==> src/rtl/dmem_arbiter.sv <==
// rtl/dmem_arbiter.sv - two-requester data-memory arbiter; define DMEM_ARBITER_RR_EN for round-robin grants
module dmem_arbiter #(
  parameter int RESP_TIMEOUT = 255
) (
  input  logic        clk,
  input  logic        resetn,
  input  logic        m0_req_valid,
  output logic        m0_req_ready,
  input  logic [31:0] m0_req_addr,
  input  logic [31:0] m0_req_wdata,
  input  logic [3:0]  m0_req_wmask,
  input  logic        m0_req_write,
  output logic        m0_resp_valid,
  input  logic        m0_resp_ready,
  output logic [31:0] m0_resp_rdata,
  input  logic        m1_req_valid,
  output logic        m1_req_ready,
  input  logic [31:0] m1_req_addr,
  input  logic [31:0] m1_req_wdata,
  input  logic [3:0]  m1_req_wmask,
  input  logic        m1_req_write,
  output logic        m1_resp_valid,
  input  logic        m1_resp_ready,
  output logic [31:0] m1_resp_rdata,
  output logic        mem_req_valid,
  input  logic        mem_req_ready,
  output logic [31:0] mem_req_addr,
  output logic [31:0] mem_req_wdata,
  output logic [3:0]  mem_req_wmask,
  output logic        mem_req_write,
  input  logic        mem_resp_valid,
  output logic        mem_resp_ready,
  input  logic [31:0] mem_resp_rdata,
  output logic        grant_id,
  output logic        busy,
  output logic        timeout_err
);

  typedef enum logic [1:0] {ST_IDLE, ST_REQ, ST_RESP} state_e;

  // Counter value seen in the RESP cycle where the timeout is reached, and its saturation value.
  localparam logic [7:0] TO_LAST = 8'(RESP_TIMEOUT - 1);
  localparam logic [7:0] TO_MAX  = 8'(RESP_TIMEOUT);

  state_e      state_q, state_d;
  logic [31:0] addr_q, addr_d;
  logic [31:0] wdata_q, wdata_d;
  logic [3:0]  wmask_q, wmask_d;
  logic        write_q, write_d;
  logic        grant_q, grant_d;
  logic [7:0]  cnt_q, cnt_d;

  logic        win_valid;
  logic        win_id;
  logic        rdy0, rdy1;
  logic        forced;
  logic        resp_v;
  logic        up_ready;
  logic [31:0] resp_rdata;

  assign win_valid = m0_req_valid | m1_req_valid;

`ifdef DMEM_ARBITER_RR_EN
  logic last_q, last_d;

  // Winner selection: under contention the requester not granted last time wins.
  always_comb begin
    win_id = ~m0_req_valid;
    if (m0_req_valid && m1_req_valid) win_id = ~last_q;
  end

  assign last_d = (state_q == ST_IDLE && win_valid) ? win_id : last_q;

  // Last-grant register, reset so that m0 wins the first contended grant.
  always_ff @(posedge clk or negedge resetn) begin
    if (!resetn) last_q <= 1'b1;
    else         last_q <= last_d;
  end
`else
  // Fixed priority: m0 wins whenever it is requesting.
  assign win_id = ~m0_req_valid;
`endif

  assign up_ready = grant_q ? m1_resp_ready : m0_resp_ready;
  // A forced completion stands in only while the memory has not answered.
  assign forced   = (state_q == ST_RESP) && !mem_resp_valid && (cnt_q >= TO_LAST);

  // Next-state and output decode for the IDLE/REQ/RESP sequence.
  always_comb begin
    state_d        = state_q;
    addr_d         = addr_q;
    wdata_d        = wdata_q;
    wmask_d        = wmask_q;
    write_d        = write_q;
    grant_d        = grant_q;
    cnt_d          = cnt_q;
    rdy0           = 1'b0;
    rdy1           = 1'b0;
    mem_req_valid  = 1'b0;
    mem_resp_ready = 1'b1;
    resp_v         = 1'b0;
    m0_resp_valid  = 1'b0;
    m1_resp_valid  = 1'b0;
    resp_rdata     = mem_resp_rdata;
    timeout_err    = 1'b0;
    case (state_q)
      ST_IDLE: begin
        if (win_valid) begin
          rdy0    = ~win_id;
          rdy1    = win_id;
          addr_d  = win_id ? m1_req_addr  : m0_req_addr;
          wdata_d = win_id ? m1_req_wdata : m0_req_wdata;
          wmask_d = win_id ? m1_req_wmask : m0_req_wmask;
          write_d = win_id ? m1_req_write : m0_req_write;
          grant_d = win_id;
          state_d = ST_REQ;
        end
      end
      ST_REQ: begin
        mem_req_valid = 1'b1;
        if (mem_req_ready) begin
          state_d = write_q ? ST_IDLE : ST_RESP;
          cnt_d   = 8'd0;
        end
      end
      ST_RESP: begin
        resp_v         = mem_resp_valid | forced;
        m0_resp_valid  = resp_v & ~grant_q;
        m1_resp_valid  = resp_v & grant_q;
        mem_resp_ready = up_ready;
        if (forced) begin
          resp_rdata  = 32'hDEADBEEF;
          timeout_err = (cnt_q == TO_LAST);
        end
        if (!mem_resp_valid && cnt_q != TO_MAX) cnt_d = cnt_q + 8'd1;
        if (resp_v && up_ready) state_d = ST_IDLE;
      end
      default: state_d = ST_IDLE;
    endcase
  end

  // Upstream ready is masked by reset so nothing is accepted while resetn is low.
  assign m0_req_ready  = rdy0 & resetn;
  assign m1_req_ready  = rdy1 & resetn;
  assign m0_resp_rdata = resp_rdata;
  assign m1_resp_rdata = resp_rdata;
  assign mem_req_addr  = addr_q;
  assign mem_req_wdata = wdata_q;
  assign mem_req_wmask = wmask_q;
  assign mem_req_write = write_q;
  assign grant_id      = grant_q;
  assign busy          = (state_q != ST_IDLE);

  // State, latched request and timeout counter registers.
  always_ff @(posedge clk or negedge resetn) begin
    if (!resetn) begin
      state_q <= ST_IDLE;
      addr_q  <= '0;
      wdata_q <= '0;
      wmask_q <= '0;
      write_q <= 1'b0;
      grant_q <= 1'b0;
      cnt_q   <= '0;
    end else begin
      state_q <= state_d;
      addr_q  <= addr_d;
      wdata_q <= wdata_d;
      wmask_q <= wmask_d;
      write_q <= write_d;
      grant_q <= grant_d;
      cnt_q   <= cnt_d;
    end
  end

endmodule

==> config.mk <==
export PLATFORM = sky130hd
export DESIGN_NAME = dmem_arbiter
export DESIGN_NICKNAME = d
export VERILOG_FILES = /design/src/rtl/dmem_arbiter.sv
export SDC_FILE = /design/constraint.sdc
export NUM_CORES = 1
export LEC_CHECK = 0
export CAP_MARGIN = 20
export CORE_AREA = 2 2 124 126
export CTS_CLUSTER_DIAMETER = 100
export DETAILED_ROUTE_END_ITERATION = 8
export DIE_AREA = 0 0 126 128
export GPL_TIMING_DRIVEN = 0
export PLACE_DENSITY = 0.72
export SYNTH_ARGS = -nofsm -noshare
export SYNTH_HDL_FRONTEND = slang
export SYNTH_SLANG_ARGS = --single-unit
export TNS_END_PERCENT = 50
==> constraint.sdc <==
create_clock -name clk -period 3.5 [get_ports clk]
set_clock_uncertainty 0.2 [all_clocks]
set_input_delay 0.7 -clock clk [delete_from_list [all_inputs] [get_ports clk]]
set_output_delay 0.7 -clock clk [all_outputs]
set_load 0.02 [all_outputs]
### Word level (Yosys, flattened, before mapping)

Cells that the tools add are included.

* bits in registers: 80
* input bits: 178
* output and inout bits: 142
* word-level logic and storage cells: 61

* $add $sub $neg: 1
* magnitude comparators: 1
* eq/ne operators: 8
* muxes and demuxes: 25
* bitwise logic cells: 8
* reductions and logical operators: 11

Operators by type and width (count)
* $mux W32: 4
* $mux W8: 2
* $pmux W8 S2: 1
* $mux W1: 12
* $add A8 B1 Y8 const B: 1
* $eq A8 B8 Y1 const B: 1
* $ge A8 B8 Y1 const B: 1
* $mux W2: 4
* $ne A8 B8 Y1 const B: 1
* $pmux W2 S3: 1
* $reduce_and A3 Y1: 2
* $and A1 B1 Y1: 4
* $logic_and A1 B1 Y1: 4
* $mux W4: 1
* $ne A2 B1 Y1 const B: 2
* $ne A2 B2 Y1 const B: 2
* $reduce_bool A2 Y1: 2
* $eq A2 B1 Y1 const B: 1
* $eq A2 B2 Y1 const B: 1
* $logic_not A2 Y1: 1
* $not A1 Y1: 2
* $or A1 B1 Y1: 2
* $reduce_and A2 Y1: 1
* $logic_not A1 Y1: 1

### Longest topological paths before layout

* word-level depth: 7
* depth in mapped cells: 7
* mapped depth without buffers: 6

### Worst setup path before layout

Ideal clock, no wire load.

* path type: input to output
* start point: in mem_resp_valid
* end point: out m1_resp_rdata[10]
* arrival time: 2.012 ns
* data required time: 2.600 ns
* slack: 0.588 ns
* stages on the path: 5
* path buffers: 2
* cells stage by stage: or3b_4 -> nor4_4 -> clkbuf_1 -> or2_2 -> buf_4

* word-level cells in the longest chain between the ends: 5

RTL lines
* start, declared: line 31 `input logic mem_resp_valid,`
* $logic_not A1 Y1: line 86 `assign forced = (state_q == ST_RESP) && !mem_resp_valid && (cnt_q >= TO_LAST);`
* $logic_and A1 B1 Y1 (2 in series): line 86
* $mux W32: line 131 `if (forced) begin`
* $mux W32: line 106 `case (state_q)`
* end, declared: line 24 `output logic [31:0] m1_resp_rdata,`

Every way passes these cells.

### Worst setup path after layout

* start point: in mem_resp_valid
* end point: out m1_resp_rdata[30]

Same word-level chain as after synthesis.

==> results <==
## layout make-up
class                      instances  area [um^2]  share of cell area (%)
buffer                            59          373                    4.72
multi-input combinational        295         1880                    23.8
inverter                           8         30.0                   0.380
clock buffer                      15          268                    3.39
tap                              188          235                    2.98
timing repair buffer             321         3110                    39.4
sequential                        80         2000                    25.3
## logic make-up (layout without fill, tap and decap cells)
group / after synthesis / in the layout
adders and majority gates: 2 / 2
and+or+nand+nor: 130 / 130
DFF: 80 / 80
AOI/OAI and AO/OA: 93 / 93
muxes: 70 / 70
buffers and inverters: 67 / 403
## state kept, by name, summed over array words and instances, names as in the netlist
| register | count |
|---|---|
| mem_req_addr | 32 |
| mem_req_wmask | 4 |
| cnt_q | 8 |
| mem_req_write | 1 |
| state_q | 2 |
| mem_req_wdata | 32 |
| grant_id | 1 |
## worst paths after layout
path	end	start	slack [ns]	cells past startpoint
worst max-delay path	m1_resp_rdata[30]	mem_resp_valid	0.05	8
worst min-delay path	mem_req_wdata[23]	resetn	0.17	1
worst max register to register	mem_req_wdata[25]	state_q[0]	1.08	5
worst min register to register	mem_req_wmask[3]	mem_req_wmask[3]	0.33	2
max in group asynchronous	mem_req_addr[21]	resetn	2.30	2
min in group clk	mem_req_wmask[3]	mem_req_wmask[3]	0.33	2
## routing by layer
layer,vias to the layer above,GRT usage [%],share of wire [%]
met5,-,0,0
met4,0,5.49,1.7
met3,17,5.30,8.1
met2,218,36.6,54
met1,2112,20.8,37
li1,2139,-,-
## cell usage in the layout, fill, tap and decap left out, drive strengths merged, types with 2 or more instances in the layout
cell | synthesis | final
clkdlybuf4s50 | 0 | 252
nand2 | 6 | 6
o31ai | 2 | 2
and3 | 2 | 2
o211ai | 4 | 4
o21ai | 4 | 4
mux2i | 70 | 70
buf | 43 | 66
or2 | 24 | 24
dfrtp | 80 | 80
inv | 8 | 8
clkbuf | 16 | 34
nor2 | 74 | 74
nor4 | 2 | 2
dlymetal6s2s | 0 | 2
ha | 2 | 2
nor2b | 8 | 8
nor3 | 2 | 2
a31oi | 3 | 3
nand3 | 4 | 4
clkdlybuf4s15 | 0 | 5
nand2b | 2 | 2
a21oi | 71 | 71
dlygate4sd2 | 0 | 36
## repair_timing
item                                    CTS  global route
endpoints found under the setup margin   66            18
pin swaps                                 1             0
gates resized for setup                  69            21
buffers inserted                          2             0
## power by group
group	switching, mW	total [mW]	internal (mW)
Combinational	1.47	2.75	1.28
Sequential	0.270	1.62	1.35
Clock	0.349	0.866	0.517
Total	2.09	5.24	3.15
## worst max-delay path, stage by stage
cell and delay (ns):
clkdlybuf4s50_1 0.42, or3b_4 0.41, nor4_4 0.14, buf_4 0.18, clkbuf_8 0.16, or2_2 0.14, buf_4 0.10, clkdlybuf4s15_1 0.29
==> impl_metrics.toml <==
[route]
drt_iter0_drc = 104
first_pass_iters = 4
vias_per_cell = 4.64
dr_total_vias = 4486
routed_wl_um = 16100
drc = 0
ant_nets = 0
wl_per_cell_um = 16.7

[yosys]
synth_fa_ha_area_share_pct = 0.586
synth_mux_area_share_pct = 16.4
ys_seq_area_share_pct = 46.9
synth_common_cells = "dfrtp_1 (80), nor2_1 (74), a21oi_1 (71)"
syn_nets = 622
synth-edff-count = 0
yosysWarnings = 0
synth_ff_type = "dfrtp_1"
synthArstFlopShare_pct = 100
syn_area_um2 = 4270
yosysTopAreaCell = "dfrtp_1"
syn_inst = 442
synth_xor_area_share_pct = 0
ys_types = 38
synth.area.top_cells = "dfrtp_1 (47%), mux2i_1 (16%), a21oi_1 (8.3%), nor2_1 (6.5%), buf_4 (5.6%)"
ys_ff_latch = 80
synth_compound_area_share_pct = 12.4
synth_top_area_share_pct = 46.9
yosysMostFrequentCell = "dfrtp_1"
synth_top_family_by_area = "multiplexers"
yosys.area_share.simple_pct = 14.8
syn_area_per_cell_um2 = 9.66

[floorplan]
die_w_um = 126
io_pins = 320
fp.coreArea_um2 = 14900
start_util_pct = 28.7
fp.dieH_um = 128
row_count = 45
dieArea_um2 = 16100

[sta]
fin_tns_setup_ns = 0
tightest_slew_ns = 1.12
setup_ws_ns = 0.0510
holdWs_ns = 0.174
hold_viol_final = 0
drv_slew = 0
relSlewSlack_pct = 25.2
period_share_pct = 98.5
rsz0062_at_grt = "false"
period_needed_ns = 3.45
setup_violations = 0
max_freq_mhz = 290

[clocking]
cts-htree-levels = 3
postCtsHoldBufs = 0
clkTransAtPathRegs_ns = 0.06
cts_tree = "built"
cts-root-buf = "clkbuf_16"
cts_buffers = 9
clockBufferDepth = 2
clk_latency_ns = 0.32
clock-sinks = 80

[place]
dp_slack_ns = -0.680
hpwl_um = 13200
placed_cell_area_um2 = 7700
gp_congestion = 0.960
place_inst = 949
io_buffers = 318

[global_routing]
antenna_found_initial = 0
grt_max_degree = 45
grt_pass1_vias = 4494
grt_pass1_wl_um = 24200
grtUsageTotal_pct = 19.2
grt.overflow.total = 0

[final_layout]
antenna_cells = 0
n_fill_cell = 1391
area_growth_syn_to_layout_pct = 85.2
final_area_um2 = 7910
nets = 954
drive_gt1_share_pct = 13.9
layoutNonFillerInstCount = 966
fin_util_pct = 53.2

[power_and_ir_drop]
power.density_nw_per_um2 = 663
peakVddDrop_uv = 389
total_power_mw = 5.24
leakagePower_nw = 3.51

[critical_path]
required_ns = 2.60
arrival_ns = 2.55
cp_max_fo = 10
path_class = "primary input to output port"
cp-end-kind = "output port"
critPathLaunchType = "primary input"

[min_path]
min_path_type = "primary input to async pin"

[status]
outcome = "complete, no violations"

[job]
drv_cap = 0
Note: power is estimated with default switching activity, not from simulation.
